===== src/rtl/uart_rx_frame.sv =====
// uart_rx_frame: byte-framing UART receiver sampling start/data/parity/stop at bit centres.
// Define UART_RX_PARITY_EN to add an even-parity bit between data and stop.
module uart_rx_frame #(
    parameter int CLKS_PER_BIT = 104
) (
    input  logic       clk,
    input  logic       rst,
    input  logic       rx,
    input  logic       start_pulse,
    output logic [7:0] data,
    output logic       valid,
    output logic       frame_err,
    output logic       parity_err
);

    localparam int CW = $clog2(CLKS_PER_BIT);
    localparam logic [CW-1:0] HALF_M1 = CW'(CLKS_PER_BIT / 2 - 1);
    localparam logic [CW-1:0] LAST    = CW'(CLKS_PER_BIT - 1);

`ifdef UART_RX_PARITY_EN
    typedef enum logic [2:0] {
        IDLE,
        START,
        DATA,
        PARITY,
        STOP
    } state_t;
`else
    typedef enum logic [2:0] {
        IDLE,
        START,
        DATA,
        STOP
    } state_t;
`endif

    state_t        state;
    logic [CW-1:0] cnt;
    logic [2:0]    idx;
    logic [7:0]    shreg;

`ifdef UART_RX_PARITY_EN
    logic par_bad;
    logic par_err_q;
    assign parity_err = par_err_q;
`else
    assign parity_err = 1'b0;
`endif

    always_ff @(posedge clk) begin
        if (rst) begin
            state     <= IDLE;
            cnt       <= '0;
            idx       <= '0;
            shreg     <= '0;
            data      <= '0;
            valid     <= 1'b0;
            frame_err <= 1'b0;
`ifdef UART_RX_PARITY_EN
            par_bad   <= 1'b0;
            par_err_q <= 1'b0;
`endif
        end else begin
            valid     <= 1'b0;
            frame_err <= 1'b0;
`ifdef UART_RX_PARITY_EN
            par_err_q <= 1'b0;
`endif
            case (state)
                IDLE: begin
                    if (start_pulse) begin
                        cnt   <= '0;
                        state <= START;
                    end
                end
                START: begin
                    if (cnt == HALF_M1) begin
                        cnt   <= '0;
                        idx   <= '0;
                        // a high line at mid-start means the edge was a glitch
                        state <= rx ? IDLE : DATA;
                    end else begin
                        cnt <= cnt + CW'(1);
                    end
                end
                DATA: begin
                    if (cnt == LAST) begin
                        cnt   <= '0;
                        shreg <= {rx, shreg[7:1]};
                        idx   <= idx + 3'd1;
                        if (idx == 3'd7) begin
`ifdef UART_RX_PARITY_EN
                            state <= PARITY;
`else
                            state <= STOP;
`endif
                        end
                    end else begin
                        cnt <= cnt + CW'(1);
                    end
                end
`ifdef UART_RX_PARITY_EN
                PARITY: begin
                    if (cnt == LAST) begin
                        cnt     <= '0;
                        par_bad <= rx != ^shreg;
                        state   <= STOP;
                    end else begin
                        cnt <= cnt + CW'(1);
                    end
                end
`endif
                STOP: begin
                    if (cnt == LAST) begin
                        cnt   <= '0;
                        data  <= shreg;
                        state <= IDLE;
`ifdef UART_RX_PARITY_EN
                        if (rx && !par_bad) begin
                            valid <= 1'b1;
                        end else begin
                            frame_err <= 1'b1;
                            par_err_q <= par_bad;
                        end
`else
                        if (rx) begin
                            valid <= 1'b1;
                        end else begin
                            frame_err <= 1'b1;
                        end
`endif
                    end else begin
                        cnt <= cnt + CW'(1);
                    end
                end
                default: state <= IDLE;
            endcase
        end
    end

endmodule

===== config.mk =====
export PLATFORM = sky130hd
export DESIGN_NAME = uart_rx_frame
export DESIGN_NICKNAME = d
export VERILOG_FILES = /design/src/rtl/uart_rx_frame.sv
export SDC_FILE = /design/constraint.sdc
export NUM_CORES = 1
export LEC_CHECK = 0
export CAP_MARGIN = 20
export CORE_MARGIN = 5
export CORE_UTILIZATION = 60
export CTS_CLUSTER_SIZE = 8
export DETAILED_ROUTE_END_ITERATION = 8
export DONT_BUFFER_PORTS = 1
export GPL_ROUTABILITY_DRIVEN = 0
export PLACE_DENSITY = 0.85
export SYNTH_ARGS = -nofsm -noshare
export SYNTH_HDL_FRONTEND = slang
export SYNTH_SLANG_ARGS = --single-unit

===== constraint.sdc =====
create_clock -name clk -period 3.3 [get_ports clk]
set_input_delay 0.825 -clock clk [delete_from_list [all_inputs] [get_ports clk]]
set_output_delay 0.825 -clock clk [all_outputs]
set_load 0.02 [all_outputs]

==> out/results.ini <==
[clock_network]
clockBufferDepth=2
cts_tree=built
cts.repair.resized=0
ctsHoldBuffers=0
root_buffer=clkbuf_4
clkLatencyLatePin_ns=0.33
clk_pin_slew_ns=0.09
clock_sinks=30
h-tree-depth=2
cts_setup_buffers=0
cts_buffers=5

[timing]
max_freq_mhz=482.9
finalCriticalPeriod_ns=2.071
max-slew-margin-rel=0.5089
hold_viol=0
finalSetupTns_ns=0
slew_violations=0
grt_setup_unrepaired=false
tightestPinTransition_ns=0.7310
setup_ws_ns=1.229
fin_crit_sh=0.6276
skew_ns=0.01331
setup_viol=0

[drt]
post-route-drc-count=0
drtIter0Drc=40
dr_total_vias=1106
routed_via_density=6.110
ant_nets=0
routedWlPerCell_um=14.93
firstDrtPassIters=5
wl_um=2702

[flow_run]
cap_violations=0

[floorplan]
initial_core_util=0.6284
rows=17
fp.dieArea_um2=3380
ios=15
die_h_um=58.14
core_area_um2=2212
die_w_um=58.14

[logic_synthesis]
yosys.area.top_type_share=0.4320
synth_edf_count=0
async_reset_ff_frac=0
yosys-top-cells-count=dfxtp_1 (30), nand2_1 (24), a21oi_1 (18)
ys_ff_latch=30
seq_area_frac_synth=0.4320
synth.area.top_cells=dfxtp_1 (43%), a21oi_1 (6.5%), nand2_1 (6.5%)
synth_area_per_cell_um2=8.688
synth_flop_cell=dfxtp_1
syn_nets=167
synth_cells=160
synthDistinctLibCells=37
synth_area_leader_cell=dfxtp_1
yosysWarnings=0
netlist_area_um2=1390
yosysMostFrequentCell=dfxtp_1

[placement]
numPortBuffers=0
placed_area_um2=1343
pre_cts_slack_ns=1.232
place_hpwl_um=1929

[pwr]
p_leak_nw=0.5335
irDropWorstVdd_mv=0.4047
p_per_area_nw_per_um2=482.2

[global_route]
grt.busiest_layer=met2
grt_first_pass_wirelength_um=4554
met1_usage=0.1918
grtUsageMet3=0.08463
antenna_found_initial=0
grt_pass1_vias=1056
grtUsageTotal=0.1775
met2_usage=0.2903
grt_max_degree=31
grt_overflow=0

[setup_path]
critical_path_class=reg2reg
critPathMaxStageDelay_ns=0.54
r2r_end=data[0]
worst-r2r-cell-count=5
path_cells=ha_1 -> and3b_1 -> nand4_1 -> mux2i_1 -> nor2_1
cp-start-kind=register
critPathCaptureType=register
worstPathArrival_ns=2.29
cp.buffers_inverters=0
worstPathRequired_ns=3.52
r2r_setup_slack_ns=1.23
critPathTopFamily=simple AND/OR/NAND/NOR gates
timing.rr.start=cnt[0]
crit_fanout=10
critPathSlowestCell=nand4_1

[outcome]
outcome=complete, no violations

[layout]
layout-drive-gt1-share=0.07190
diodes=0
fill_cells=208
nNetsFinal=160
area_growth_pct=2.431
design_area_um2=1424

[min_path]
worstHoldEndpoint=shreg[0]
hold_depth=2
hold_class=reg2reg
hold_start=shreg[0]

[registers in the layout, indices dropped and copies added (netlist names)]
| name | cells |
|---|---|
| cnt | 7 |
| data | 8 |
| frame_err | 1 |
| idx | 3 |
| shreg | 8 |
| state | 2 |
| valid | 1 |
[worst register-to-register path: stages (launching register included)]
cell	delay, ns
dfxtp_1	0.37
ha_1	0.31
and3b_1	0.33
nand4_1	0.54
mux2i_1	0.35
nor2_1	0.06
[logic make-up (layout without fill, tap and decap cells)]
logic type	count (synthesis)	after routing	synth area share
AND/OR/NAND/NOR	61	61	0.2358
AO/OA/AOI/OAI	38	38	0.1683
flip-flops	30	30	0.4320
buffers and inverters	18	11	0.07020
multiplexers	8	8	0.05761
adder cells (fa/ha/maj)	3	3	0.02701
other	1	1	0.002698
XOR/XNOR	1	1	0.006302
[how the worst max path moves through the flow]
stage          endpoint   startpoint  slack, ns  cells after the start
6_report        data[0]       cnt[0]       1.23                      5
5_1_grt           valid       cnt[0]       1.05                      4
4_1_cts           valid       cnt[0]       1.21                      4
3_5_place_dp    data[4]       cnt[0]       1.23                      5
3_3_place_gp    data[0]       cnt[0]       1.36                      5
2_1_floorplan    cnt[6]  start_pulse       1.68                      4
[through the flow]
step	total power [mW]	utilization	hold slack, ns	instances
after detailed placement	0.3972	0.6069	0.4487	174
after CTS	0.6894	0.6437	0.4621	181
final	0.6866	0.6437	0.4626	181
after floorplan	0.4003	-	0.4357	160
after global routing	0.7146	0.6437	0.4785	181
after global placement	0.3961	0.6069	0.4348	174
[metal layers]
metal	up-vias	part of all wire
met5	-	0
met4	0	0.016
met3	5	0.062
met2	23	0.50
met1	529	0.42
li1	549	-
[cells in the final DEF (no fill, tap or decap), types with 3 or more instances in the layout]
cell,synthesis,layout
dfxtp_1,30,30
nand2_1,24,24
a21oi_1,18,18
nor2_1,9,9
mux2i_1,8,8
nand4_1,6,6
nor3_1,6,6
o21ai_0,6,6
nand3_1,5,5
clkbuf_4,0,5
inv_1,4,4
ha_1,3,3
[final cells by class]
type | instances | area [um2] | area share
inverters | 4 | 15.01 | 0.01054
multi-input cells | 112 | 691.9 | 0.4859
clock inverters | 1 | 30.03 | 0.02109
flip-flops and latches | 30 | 600.6 | 0.4218
clock buffers | 6 | 51.30 | 0.03603
well taps | 28 | 35.03 | 0.02460
[power breakdown]
part	leakage (nW)	internal, mW	switching [mW]
combinational	0.247	0.00785	0.0131
sequential	0.242	0.365	0.00386
clock	0.0443	0.176	0.121
total	0.534	0.549	0.138
Note: power is estimated with default switching activity, not from simulation.
